[config.mk]
export PLATFORM = sky130hd
export DESIGN_NAME = lut4_fu
export DESIGN_NICKNAME = d
export VERILOG_FILES = /design/src/rtl/lut4_pkg.sv /design/src/rtl/lut4_rv32.sv /design/src/rtl/lut4_fu.sv
export SDC_FILE = /design/constraint.sdc
export NUM_CORES = 1
export LEC_CHECK = 0
export ABC_AREA = 1
export CAP_MARGIN = 20
export CELL_PAD_IN_SITES_DETAIL_PLACEMENT = 1
export CELL_PAD_IN_SITES_GLOBAL_PLACEMENT = 2
export CORE_MARGIN = 3
export CORE_UTILIZATION = 31
export CTS_CLUSTER_SIZE = 16
export DETAILED_ROUTE_END_ITERATION = 8
export PLACE_DENSITY_LB_ADDON = 0.1
export RECOVER_POWER = 25
export SLEW_MARGIN = 20
export SYNTH_ARGS = -nofsm -noshare
export SYNTH_HDL_FRONTEND = slang
export SYNTH_HIERARCHICAL = 1
export SYNTH_SLANG_ARGS = --single-unit
export TNS_END_PERCENT = 50
[constraint.sdc]
create_clock -name g_clk -period 5.75 [get_ports g_clk]
set_clock_uncertainty 0.15 [all_clocks]
set_input_delay 0.575 -clock g_clk [delete_from_list [all_inputs] [get_ports g_clk]]
set_output_delay 0.575 -clock g_clk [all_outputs]
set_load 0.1 [all_outputs]
[src/rtl/lut4_pkg.sv]
// ============================================================================
// Module : lut4_pkg
// Brief  : Operation and FSM state encodings shared by the LUT4 function unit.
// Rev    : 1.0 - initial release
// ============================================================================
`default_nettype none

package lut4_pkg;

    localparam logic [1:0] LUT4_OP_LO   = 2'b00;
    localparam logic [1:0] LUT4_OP_HI   = 2'b01;
    localparam logic [1:0] LUT4_OP_FULL = 2'b10;
    localparam logic [1:0] LUT4_OP_RSVD = 2'b11;

    typedef enum logic [1:0] {
        LUT4_ST_IDLE  = 2'd0,
        LUT4_ST_PASS2 = 2'd1,
        LUT4_ST_DONE  = 2'd2
    } lut4_state_e;

    // Only FULL spans both table halves and so needs two lookup passes.
    function automatic logic lut4_needs_pass2(input logic [1:0] op);
        return (op == LUT4_OP_FULL);
    endfunction

endpackage

`default_nettype wire

[src/rtl/lut4_rv32.sv]
// ============================================================================
// Module : lut4_rv32
// Brief  : One combinational lookup pass over eight index nibbles, selecting
//          from an eight-entry nibble table.
// Rev    : 1.0 - initial release
// ============================================================================
`default_nettype none

module lut4_rv32 #(
    parameter int XLEN = 32
) (
    input  logic [XLEN-1:0] rs1,
    input  logic [XLEN-1:0] rs2,
    input  logic            hi,
    output logic [XLEN-1:0] rd
);

    // Index bit 3 picks the table half; entries from the other half yield 0.
    for (genvar i = 0; i < XLEN / 4; i++) begin : g_nib
        logic [3:0] w_nib;
        logic [2:0] w_idx;
        logic       w_sel;
        logic [4:0] w_base;

        assign w_nib  = rs1[4*i +: 4];
        assign w_idx  = w_nib[2:0];
        assign w_sel  = w_nib[3];
        assign w_base = {w_idx, 2'b00};
        assign rd[4*i +: 4] = (w_sel == hi) ? rs2[w_base +: 4] : 4'h0;
    end

endmodule

`default_nettype wire

[src/rtl/lut4_fu.sv]
// ============================================================================
// Module : lut4_fu
// Brief  : Handshaked 4-bit nibble lookup unit (LO / HI / FULL ops).
//          LUT4_FU_DUALCORE_EN: two lookup cores finish FULL in one pass.
// Rev    : 1.0 - initial release
// ============================================================================
`default_nettype none

module lut4_fu
    import lut4_pkg::*;
#(
    parameter int XLEN = 32
) (
    input  logic            g_clk,
    input  logic            g_rst,
    input  logic            in_valid,
    output logic            in_ready,
    input  logic [1:0]      in_op,
    input  logic [XLEN-1:0] in_rs1,
    input  logic [XLEN-1:0] in_rs2,
    input  logic [XLEN-1:0] in_rs3,
    output logic            out_valid,
    input  logic            out_ready,
    output logic [XLEN-1:0] out_rd
);

    lut4_state_e     state_q;
    logic [XLEN-1:0] rd_q;
    logic            w_accept;
    logic [XLEN-1:0] w_accept_rd;

    assign in_ready  = (state_q == LUT4_ST_IDLE) ||
                       ((state_q == LUT4_ST_DONE) && out_ready);
    assign w_accept  = in_valid && in_ready;
    assign out_valid = (state_q == LUT4_ST_DONE);
    assign out_rd    = rd_q;

`ifdef LUT4_FU_DUALCORE_EN

    logic [XLEN-1:0] w_lo_rd;
    logic [XLEN-1:0] w_hi_rd;

    lut4_rv32 #(.XLEN(XLEN)) u_core_lo (
        .rs1 (in_rs1),
        .rs2 (in_rs2),
        .hi  (1'b0),
        .rd  (w_lo_rd)
    );

    lut4_rv32 #(.XLEN(XLEN)) u_core_hi (
        .rs1 (in_rs1),
        .rs2 (in_rs3),
        .hi  (1'b1),
        .rd  (w_hi_rd)
    );

    always_comb begin
        w_accept_rd = '0;
        case (in_op)
            LUT4_OP_LO:   w_accept_rd = w_lo_rd;
            LUT4_OP_HI:   w_accept_rd = w_hi_rd;
            LUT4_OP_FULL: w_accept_rd = w_lo_rd | w_hi_rd;
            default:      w_accept_rd = '0;
        endcase
    end

    always_ff @(posedge g_clk) begin
        if (g_rst) begin
            state_q <= LUT4_ST_IDLE;
            rd_q    <= '0;
        end else begin
            case (state_q)
                LUT4_ST_IDLE, LUT4_ST_DONE: begin
                    if (w_accept) begin
                        state_q <= LUT4_ST_DONE;
                        rd_q    <= w_accept_rd;
                    end else if (state_q == LUT4_ST_DONE && out_ready) begin
                        state_q <= LUT4_ST_IDLE;
                    end
                end
                default: state_q <= LUT4_ST_IDLE;
            endcase
        end
    end

`else

    // Pass 2 of FULL works from the operands captured at acceptance.
    logic [XLEN-1:0] rs1_q;
    logic [XLEN-1:0] rs3_q;
    logic [XLEN-1:0] pass1_q;
    logic [XLEN-1:0] w_core_rs1;
    logic [XLEN-1:0] w_core_tbl;
    logic            w_core_hi;
    logic [XLEN-1:0] w_core_rd;
    logic            w_in_pass2;

    assign w_in_pass2 = (state_q == LUT4_ST_PASS2);
    assign w_core_rs1 = w_in_pass2 ? rs1_q : in_rs1;
    assign w_core_tbl = w_in_pass2 ? rs3_q :
                        ((in_op == LUT4_OP_HI) ? in_rs3 : in_rs2);
    assign w_core_hi  = w_in_pass2 || (in_op == LUT4_OP_HI);

    lut4_rv32 #(.XLEN(XLEN)) u_core (
        .rs1 (w_core_rs1),
        .rs2 (w_core_tbl),
        .hi  (w_core_hi),
        .rd  (w_core_rd)
    );

    assign w_accept_rd = (in_op == LUT4_OP_RSVD) ? '0 : w_core_rd;

    always_ff @(posedge g_clk) begin
        if (g_rst) begin
            state_q <= LUT4_ST_IDLE;
            rd_q    <= '0;
            rs1_q   <= '0;
            rs3_q   <= '0;
            pass1_q <= '0;
        end else begin
            case (state_q)
                LUT4_ST_PASS2: begin
                    rd_q    <= pass1_q | w_core_rd;
                    state_q <= LUT4_ST_DONE;
                end
                LUT4_ST_IDLE, LUT4_ST_DONE: begin
                    if (w_accept) begin
                        if (lut4_needs_pass2(in_op)) begin
                            state_q <= LUT4_ST_PASS2;
                            pass1_q <= w_core_rd;
                            rs1_q   <= in_rs1;
                            rs3_q   <= in_rs3;
                        end else begin
                            state_q <= LUT4_ST_DONE;
                            rd_q    <= w_accept_rd;
                        end
                    end else if (state_q == LUT4_ST_DONE && out_ready) begin
                        state_q <= LUT4_ST_IDLE;
                    end
                end
                default: state_q <= LUT4_ST_IDLE;
            endcase
        end
    end

`endif

endmodule

`default_nettype wire

### Word level (Yosys, flattened, before mapping)

Cells that the tools add are included.

* bits in registers: 130
* bits of input ports: 102
* output and inout bits: 34
* word-level logic and storage cells: 58

* eq/ne operators: 16
* shift operators: 8
* multiplexer cells: 19
* bitwise operators: 1
* reductions and logical operators: 9

Operator list (count)
* $shiftx A32 B6 Y4: 8
* $mux W32: 6
* $pmux W32 S2: 1
* $mux W4: 8
* $or A32 B32 Y32: 1
* $eq A1 B1 Y1: 8
* $eq A2 B2 Y1 const B: 3
* $mux W2: 3
* $reduce_and A3 Y1: 2
* $eq A2 B1 Y1 const B: 2
* $ne A2 B2 Y1 const B: 2
* $pmux W2 S2: 1
* $ne A3 B3 Y1 const B: 1
* $logic_and A1 B1 Y1: 2
* $logic_not A2 Y1: 1
* $logic_or A1 B1 Y1: 2
* $reduce_bool A2 Y1: 1
* $reduce_or A2 Y1: 1

### Depth between registers and ports, before layout

Gate-level depths: netlist of the first run.

* word-level depth: 9
* gate-level depth with buffers: 20
* gate-level depth less buffers: 17

### By module

Netlist of the first run, hierarchy kept.

Modules (own cells, without submodules)
* lut4_fu: instances 1, cells each 1147, area an instance 7001.7 um^2, seq. area each 2602.5 um^2
* lut4_rv32: instances 1, cells each 641, area an instance 2952.8 um^2, seq. area each 0.0 um^2

### Least setup slack after synthesis of the first run

Ideal clock, no wire load.

* kind: register -> output
* from: register state_q[0]
* to: output port out_valid
* arrival: 1909 ps
* required time: 5025 ps
* slack: 3116 ps
* cell stages (with the launch flop): 4
* buffers on the path: 2
* path through: dfxtp_1 buf_4 buf_2 nor2_1

* longest elaborated chain between the ends: 1

RTL lines
* start: declaration: RTL line lut4_fu.sv:27 `lut4_state_e state_q;`
* start signal: assignment: RTL line lut4_fu.sv:115 `state_q <= LUT4_ST_IDLE;`
* start signal: assignment: RTL line lut4_fu.sv:124 `state_q <= LUT4_ST_DONE;`
* start signal: assignment: RTL line lut4_fu.sv:129 `state_q <= LUT4_ST_PASS2;`
* $eq A2 B2 Y1: RTL line lut4_fu.sv:35 `assign out_valid = (state_q == LUT4_ST_DONE);`
* end: declaration: RTL line lut4_fu.sv:22 `output logic out_valid,`

Every way passes these cells.

### Worst setup path after layout of the first run

* from: input port out_ready
* to: register pass1_q[30]

* longest elaborated chain between the ends: 4

RTL lines
* start: declaration: RTL line lut4_fu.sv:23 `input logic out_ready,`
* $logic_and A1 B1 Y1: RTL line lut4_fu.sv:33 `((state_q == LUT4_ST_DONE) && out_ready);`
* $logic_or A1 B1 Y1: RTL line lut4_fu.sv:32 `assign in_ready = (state_q == LUT4_ST_IDLE) ||`
* $logic_and A1 B1 Y1: RTL line lut4_fu.sv:34 `assign w_accept = in_valid && in_ready;`
* $reduce_and A3 Y1 (no line)
* end signal: assignment: RTL line lut4_fu.sv:130 `pass1_q <= w_core_rd;`
* end: declaration: RTL line lut4_fu.sv:91 `logic [XLEN-1:0] pass1_q;`

Every way passes these cells.
A chain may end at the register's enable or synchronous reset.

==> impl.org, run 1 <==
** Status
- The run finished, with violations left.
- The checks that failed: capacitance limit, slew limit.

** CTS
- Worst-skew pair later-pin latency :: 0.43 ns
- CTS built an H-tree with a depth of 4.
- Number of buffers created by CTS :: 17
- The clock passes through at most 2 buffers.
- Clock root cell :: sky130_fd_sc_hd__clkbuf_16
- CTS tree :: built
- Clock sink total :: 130
- Clock slew at reported path FFs :: around 0.060 ns
- Post-cts repair resize count :: 0
- Post-CTS Setup Repair Bufs :: 0
- Hold Buf Count CTS :: 0

** Power
- In this run switching power makes up between 30% and 40% of total power.
- Total power consumption of the routed design :: 3.17 mW
- Sequential cells account for 31.3% of the total power.
- Switching power summed over all nets :: 1.24 mW
- Static Leakage :: 5.89 nW
- PwrDens :: 269 nW/um^2
- Internal power contribution :: 1.93 mW
- IR analysis of the VDD net gives a maximum drop of 0.197 mV.
- Combinational logic is responsible for 34.7% of the overall power.
- Clock power frac :: 34.0%

** Route
- The routed layout has 11.7k vias.
- The detail route stage leaves a number of antenna-violating nets equal to 0.
- Final wirelength :: 42.5 mm
- DR pass1 iterations :: 5
- After detailed routing, the average wire length per cell comes to 18.9 um.
- For this run, design rule violations remaining after detail routing come to 0.
- Dividing the detail-routed via count by the number of cells gives between 5 and 6.
- Initial DRC count :: 870

** Synth
- Largest cells by area after synthesis :: sky130_fd_sc_hd__dfxtp_1 26%, sky130_fd_sc_hd__nand2_1 23%, sky130_fd_sc_hd__nor2_1 13%
- Portion of the post-synthesis area used by sequential elements :: a little over a quarter
- The synthesized design spends more area on one cell type than any other, namely sky130_fd_sc_hd__dfxtp_1.
- Synthesis produced a netlist whose cell count is roughly 1.8k.
- Synthesized net count :: 1,890
- After synthesis, the netlist uses 23 different library cells.
- Area of the mapped netlist :: roughly 10000 um^2
- The average instance in the mapped netlist occupies between 5 and 6 um^2.
- In this run the biggest area consumer among cell types represents 26.1% of the synthesized area.
- For this run, the number of Yosys warnings is 6.
- Synthesis inferred 130 register bits.

** Global route
- Vias in the first global route :: 11.5k
- Global-route wire length before repair :: ~66 mm
- The number of antenna violations at the first check in global routing was 0.
- Gr usage total :: 24.7%
- Entering global routing, the biggest net connects 77 pins.
- For this run the aggregate overflow at the end of global routing stands at 0.

** Critical path
- The worst setup path is captured at a register.
- The worst setup path is launched from an input pin.
- Category of the critical setup timing path :: input pin to register
- Signal arrival time at the worst endpoint :: 4.42 ns
- Endpoint required time on the critical path :: 5.96 ns
- The critical path goes through dlygate4sd3_1, nor2_1, nor2_8, clkbuf_1, nand2_1, nor2_1, buf_4, nor2_1, nor2_1.
- For this run, the slowest stage of the critical path takes between 1.5 and 2 ns.
- Among the stages of the critical path, the cell type that occurs most often is sky130_fd_sc_hd__nor2_1.
- Critical path fanouts, max :: 50
- The largest individual stage delay along the critical path comes from the cell sky130_fd_sc_hd__clkbuf_1.

** Timing
- Max Slew Vio Count :: 49
- Rel. slew slack :: -62.1%
- Timing would allow up to 238 MHz.
- The hold violation total from the final report is 0.
- Setup violations remaining at the end of the flow were counted as 0.
- Setup repair after global routing left no endpoint under its margin.
- In the finished design, the share of the clock period the worst path needs comes to between 70% and 80%.
- For the finished layout, the period the worst path requires is 4.21 ns.
- Fin Setup TNS :: 0 ns
- Worst-margin pin slew :: 2.43 ns

** Place
- The congestion estimate from routability-driven global placement came to 0.837.
- During placement, the flow inserted port buffers numbering 135.
- Placed instance count :: 2,212
- HPWL after detailed placement :: approximately 28 mm

** Die
- Horiz. Die Dim :: 185 um
- After floorplanning, the core was divided into 64 placement rows.
- Vert. Die Dim :: 185 um
- In this run the standard cell core region covers 31,100 um^2.
- The floorplan step defined a die boundary enclosing 34,300 um^2.
- 136 I/O pins were placed.
- Effective utilization at floorplan :: 32.0%

** Layout
- Area occupied by multi-input gates :: 5960 um^2
- 0 antenna diodes ended up in the layout.
- Net count of the finished layout :: 1,937
- After the flow finishes, the layout carries non-filler instances totaling 2,241.
- Most common cell after layout, fill and taps aside :: sky130_fd_sc_hd__nand2_1
- In the layout the commonest cells are 604 x sky130_fd_sc_hd__nand2_1, 355 x sky130_fd_sc_hd__nor2_1, 193 x sky130_fd_sc_hd__nand3_1.
- Layout overhead on the synthesized area :: 18.2%
- Proportion of layout cells with a drive suffix above 1 :: 6.07%
- Registers take 2600 um^2.
- Layout filler cell count :: 4,264

** Min path
- Path category of the worst min-delay check :: register to register

** Flow run
- Max-cap violations in this run came to 1.
## flip-flops by register name (all words and copies together), names as in the netlist
signal	count
out_rd	32
pass1_q	32
rs1_q	32
rs3_q	32
state_q	2
## routing by layer
layer,track usage (%),vias to the layer above,share of wire [%]
met2,41.0,300,46
li1,-,5725,-
met4,6.99,0,2.5
met3,2.73,69,4.0
met5,0,-,0
met1,34.0,5582,47
## logic make-up after synthesis
family	synth area share (%)
simple gates	53.1
buf+inv	14.1
compound gates	5.35
flops	26.1
xor+xnor	1.31
## power by group through the flow
stage	sequential, mW	clock [mW]	combinational (mW)
floorplan	1.16	0	0.613
global placement	1.01	0	1.09
detailed placement	1.01	0	1.10
CTS	0.993	1.11	1.10
global route	0.998	1.14	1.21
finish	0.991	1.08	1.10
## cell usage after synthesis
master	instances
sky130_fd_sc_hd__nand2_1	605
sky130_fd_sc_hd__nor2_1	354
sky130_fd_sc_hd__nand3_1	193
sky130_fd_sc_hd__dfxtp_1	130
sky130_fd_sc_hd__inv_1	121
sky130_fd_sc_hd__nand4_1	96
sky130_fd_sc_hd__a21oi_1	65
sky130_fd_sc_hd__buf_2	48
sky130_fd_sc_hd__clkbuf_1	42
sky130_fd_sc_hd__a31oi_1	32
sky130_fd_sc_hd__buf_6	28
sky130_fd_sc_hd__inv_2	21
sky130_fd_sc_hd__buf_1	13
sky130_fd_sc_hd__nand2_2	11
sky130_fd_sc_hd__inv_4	8
sky130_fd_sc_hd__xnor2_2	8
sky130_fd_sc_hd__buf_4	5
sky130_fd_sc_hd__clkinv_2	2
sky130_fd_sc_hd__nor2_4	2
sky130_fd_sc_hd__clkbuf_8	1
sky130_fd_sc_hd__nor2_8	1
sky130_fd_sc_hd__nor3_1	1
sky130_fd_sc_hd__o21bai_1	1
## area by class of cell
type	instances	area share, %
multi-input combinational	1369	50.6
tap	396	4.21
inverter	152	5.05
timing repair buffer	165	13.3
sequential	130	22.1
clock buffer	23	3.98
clock inverter	6	0.702
## critical path: cells and delay by family
family | cells | cell delay (ns)
buf+inv | 3 | 2.83
simple gates | 6 | 0.97
## per-stage QoR
| step | cell area [um^2] | util (%) | setup WS (ns) | hold slack [ns] |
|---|---|---|---|---|
| after floorplan | 9950 | - | 3.12 | 0.290 |
| after global placement | 11200 | 36.1 | 1.90 | 0.298 |
| after detailed placement | 11200 | 36.1 | 1.85 | 0.308 |
| after CTS | 11800 | 37.8 | 2.29 | 0.322 |
| after global routing | 11800 | 37.8 | 1.11 | 0.342 |
| final | 11800 | 37.8 | 1.54 | 0.316 |
## worst paths after layout
check | from | endpoint | slack (ns) | cells after the start
worst max-delay path | out_ready | pass1_q[30]$_SDFFE_PP0P_ | 1.54 | 9
worst min-delay path | rs1_q[25]$_SDFFE_PP0P_ | rs1_q[25]$_SDFFE_PP0P_ | 0.32 | 2
worst min register to register | rs1_q[25]$_SDFFE_PP0P_ | rs1_q[25]$_SDFFE_PP0P_ | 0.32 | 2
worst max register to register | state_q[0]$_SDFFE_PP0P_ | pass1_q[30]$_SDFFE_PP0P_ | 1.69 | 8
(Power assumes the default switching activity.)
==> inputs of run 2 (changes only) <==
--- a/config.mk
+++ b/config.mk
@@ -10,7 +10,7 @@
 export CELL_PAD_IN_SITES_DETAIL_PLACEMENT = 1
 export CELL_PAD_IN_SITES_GLOBAL_PLACEMENT = 2
 export CORE_MARGIN = 3
-export CORE_UTILIZATION = 31
+export CORE_UTILIZATION = 29
 export CTS_CLUSTER_SIZE = 16
 export DETAILED_ROUTE_END_ITERATION = 8
 export PLACE_DENSITY_LB_ADDON = 0.1
==> constraint.sdc (replaced) <==
create_clock -name g_clk -period 4.3 [get_ports g_clk]
set_clock_uncertainty 0.15 [all_clocks]
set_input_delay 0.43 -clock g_clk [delete_from_list [all_inputs] [get_ports g_clk]]
set_output_delay 0.43 -clock g_clk [all_outputs]
set_load 0.1 [all_outputs]
==> impl.org, run 2 (synthesized netlist as in run 1, its figures left out) <==
** Status
- The run finished, with violations left.
- The final reports fail on capacitance limit, slew limit.

** Die
- Vert. Die Dim :: 191 um
- The total area inside the core boundary comes to about 34,000 um^2.
- Measured along the x axis, the die boundary spans 191 um.
- The initial utilization of the core area, before any placement, comes to 29.5%.
- In this run the core area contains 67 standard-cell rows.
- Area of the die :: 36,600 um^2
- 136 I/O pins were placed.

** CTS
- After clock tree synthesis, the clock-pin slew on the worst setup and hold paths is ~0.070 ns.
- The cell sitting at the root of the clock tree is a sky130_fd_sc_hd__clkbuf_16.
- The H-tree was split into 4 levels.
- Post-CTS timing repair inserted 0 buffers for setup.
- Number of buffers created by CTS :: 17
- Post-cts repair resize count :: 0
- Maximum count of clock buffers along a single path :: 2
- For this design, the CTS-stage hold fixing added 0 buffers.
- Worst-skew pair later-pin latency :: 0.45 ns
- Clock sink total :: 130
- CTS tree :: built

** Route
- Per-cell routed wire length :: 18.7 um
- The routed layout has roughly 12k vias.
- The pre-antenna-repair detailed-routing pass consisted of 7 iterations.
- The detail route stage leaves a number of antenna-violating nets equal to 0.
- Initial DRC count :: 670
- Final wirelength :: 43.1 mm
- Dividing the detail-routed via count by the number of cells gives 5.06.
- For this run, design rule violations remaining after detail routing come to 0.

** Place
- HPWL after detailed placement :: 29.0 mm
- The count of buffers added on input and output ports is about 140.
- RD Place Congestion :: 0.868

** Critical path
- Cell-by-cell trace of the critical path :: dlygate4sd3_1, nand2_2, inv_1, clkbuf_2, nand4_1, nand2_1, nor2_1
- Signal arrival time at the worst endpoint :: about 4 ns
- Launching element type of the critical path :: input pin
- The cell family contributing the most delay on the critical path is buffers and inverters.
- Data on the critical path is required at its endpoint by 4.50 ns.
- Sort of element at the end of the critical path :: register
- Slowest cell on the critical path :: sky130_fd_sc_hd__clkbuf_2
- The critical path contains buffers and inverters numbering 3 combined.
- Of all nets on the critical path, the largest fanout is 60.
- Max stage delay on crit path :: 1.24 ns
- Category of the critical setup timing path :: input pin to register

** Global route
- The number of global-route vias before repair came to 11.5k.
- In the global route stage, overall resource usage came out at 23.9%.
- Overall overflow remaining after global route :: 0
- The first global-routing pass estimated a little under 70 mm of wire.
- The number of antenna violations at the first check in global routing came to 0.
- Entering global routing, the biggest net connects 69 pins.

** Timing
- After layout, the minimum clock period comes to 3.70 ns.
- Across all hold checks on the routed design, the worst slack comes to 0.318 ns.
- In the final timing run, aggregate negative setup slack is 0 ns.
- Worst-margin pin slew :: 1.51 ns
- In the finished design, the share of the clock period the worst path needs comes to approximately 86%.
- Setup violations remaining at the end of the flow were counted as 0.
- Rel. slew slack :: -0.527%
- Final count of hold timing violations :: 0
- Derived from the worst setup path, the maximum achievable clock frequency is 271 MHz.
- Setup repair after global routing missed its margin :: false
- The number of max-slew violations in the final report was 60.

** Layout
- Layout filler cell count :: between 4k and 5k
- Proportion of layout cells with a drive suffix above 1 :: 6.75%
- The repair_antennas step left the layout with diodes totalling 0.
- After the last flow step, the layout net total stands at a little under 2k.
- Layout overhead on the synthesized area :: 20.1%
- Most common cell after layout, fill and taps aside :: sky130_fd_sc_hd__nand2_1
- Leading cell types in the layout, fill and taps excluded :: 604 x sky130_fd_sc_hd__nand2_1, 353 x sky130_fd_sc_hd__nor2_1, 192 x sky130_fd_sc_hd__nand3_1

** Min path
- The path class of the tightest hold or removal check is register to register.

** Flow run
- The tool flagged a number of max-cap violations equal to 1.

** Power
- Power spread over the standard cell area amounts to 365 nW/um^2.
- Worst IR Drop VDD :: 0.283 mV
- Summed over all cells, the static leakage comes to between 5 and 6 nW.
[run 2: cell count changes in the layout (fill, tap and decap cells not counted), sizes merged]
cell and delta:
clkinvlp +2, clkinv -2, inv +8, clkdlybuf4s50 +31
dlygate4sd3 -32, clkbuf -5, buf +6
[run 2: where the power goes]
part	internal (mW)	total [mW]	switching [mW]	leakage (nW)
Combinational	0.442	1.50	1.05	4.51
Sequential	1.28	1.33	0.0437	1.06
Clock	0.874	1.54	0.666	0.284
Total	2.60	4.36	1.76	5.86
[run 2: final cells by class]
| class | count | area, um^2 | share of cell area (%) |
|---|---|---|---|
| clock inverters | 14 | 169 | 1.41 |
| well taps | 448 | 561 | 4.69 |
| inverters | 152 | 594 | 4.97 |
| multi-input cells | 1369 | 5970 | 49.9 |
| clock buffers | 18 | 429 | 3.59 |
| repair buffers | 170 | 1630 | 13.6 |
| flip-flops and latches | 130 | 2600 | 21.8 |
[run 2: stage by stage]
| stage | instance area (um^2) | setup slack, ns | total power [mW] | utilization (%) | std cells |
|---|---|---|---|---|---|
| floorplan | 9950 | 1.81 | 2.37 | - | 1788 |
| global placement | 11400 | 0.552 | 2.83 | 33.8 | 2269 |
| detailed placement | 11400 | 0.527 | 2.85 | 33.8 | 2269 |
| CTS | 12000 | 0.978 | 4.41 | 35.5 | 2301 |
| global route | 12000 | 0.329 | 4.61 | 35.5 | 2301 |
| finish | 12000 | 0.604 | 4.36 | 35.5 | 2301 |
[run 2: worst min-delay path: cells and delay by family (launching register included)]
| kind | cells | cell delay, ns |
|---|---|---|
| and+or+nand+nor | 2 | 0.11 |
| DFF | 1 | 0.32 |
[run 2: path summary, 6_finish.rpt]
check	from	end	slack [ns]	cells after the start
worst min register to register	pass1_q[9]$_SDFFE_PP0P_	pass1_q[9]$_SDFFE_PP0P_	0.32	2
worst max register to register	state_q[1]$_SDFFE_PP0P_	out_rd[20]$_SDFFE_PP0P_	1.06	14
worst max-delay path	in_op[1]	rs1_q[11]$_SDFFE_PP0P_	0.60	7
worst min-delay path	pass1_q[9]$_SDFFE_PP0P_	pass1_q[9]$_SDFFE_PP0P_	0.32	2
[run 2: layer usage]
metal,track usage [%],wire [um],vias to the layer above
met2,38.6,19800,261
met5,0,0,-
met4,6.80,957,0
met1,33.0,20400,5603
met3,3.72,1930,51
li1,-,-,5736
==> inputs of run 3 (changes only) <==
--- a/config.mk
+++ b/config.mk
@@ -11,7 +11,7 @@
 export CELL_PAD_IN_SITES_GLOBAL_PLACEMENT = 2
 export CORE_MARGIN = 3
 export CORE_UTILIZATION = 29
-export CTS_CLUSTER_SIZE = 16
+export CTS_CLUSTER_SIZE = 8
 export DETAILED_ROUTE_END_ITERATION = 8
 export PLACE_DENSITY_LB_ADDON = 0.1
 export RECOVER_POWER = 25
==> results of run 3 <==
Final layout, timing and power as in run 2 (identical DEF).
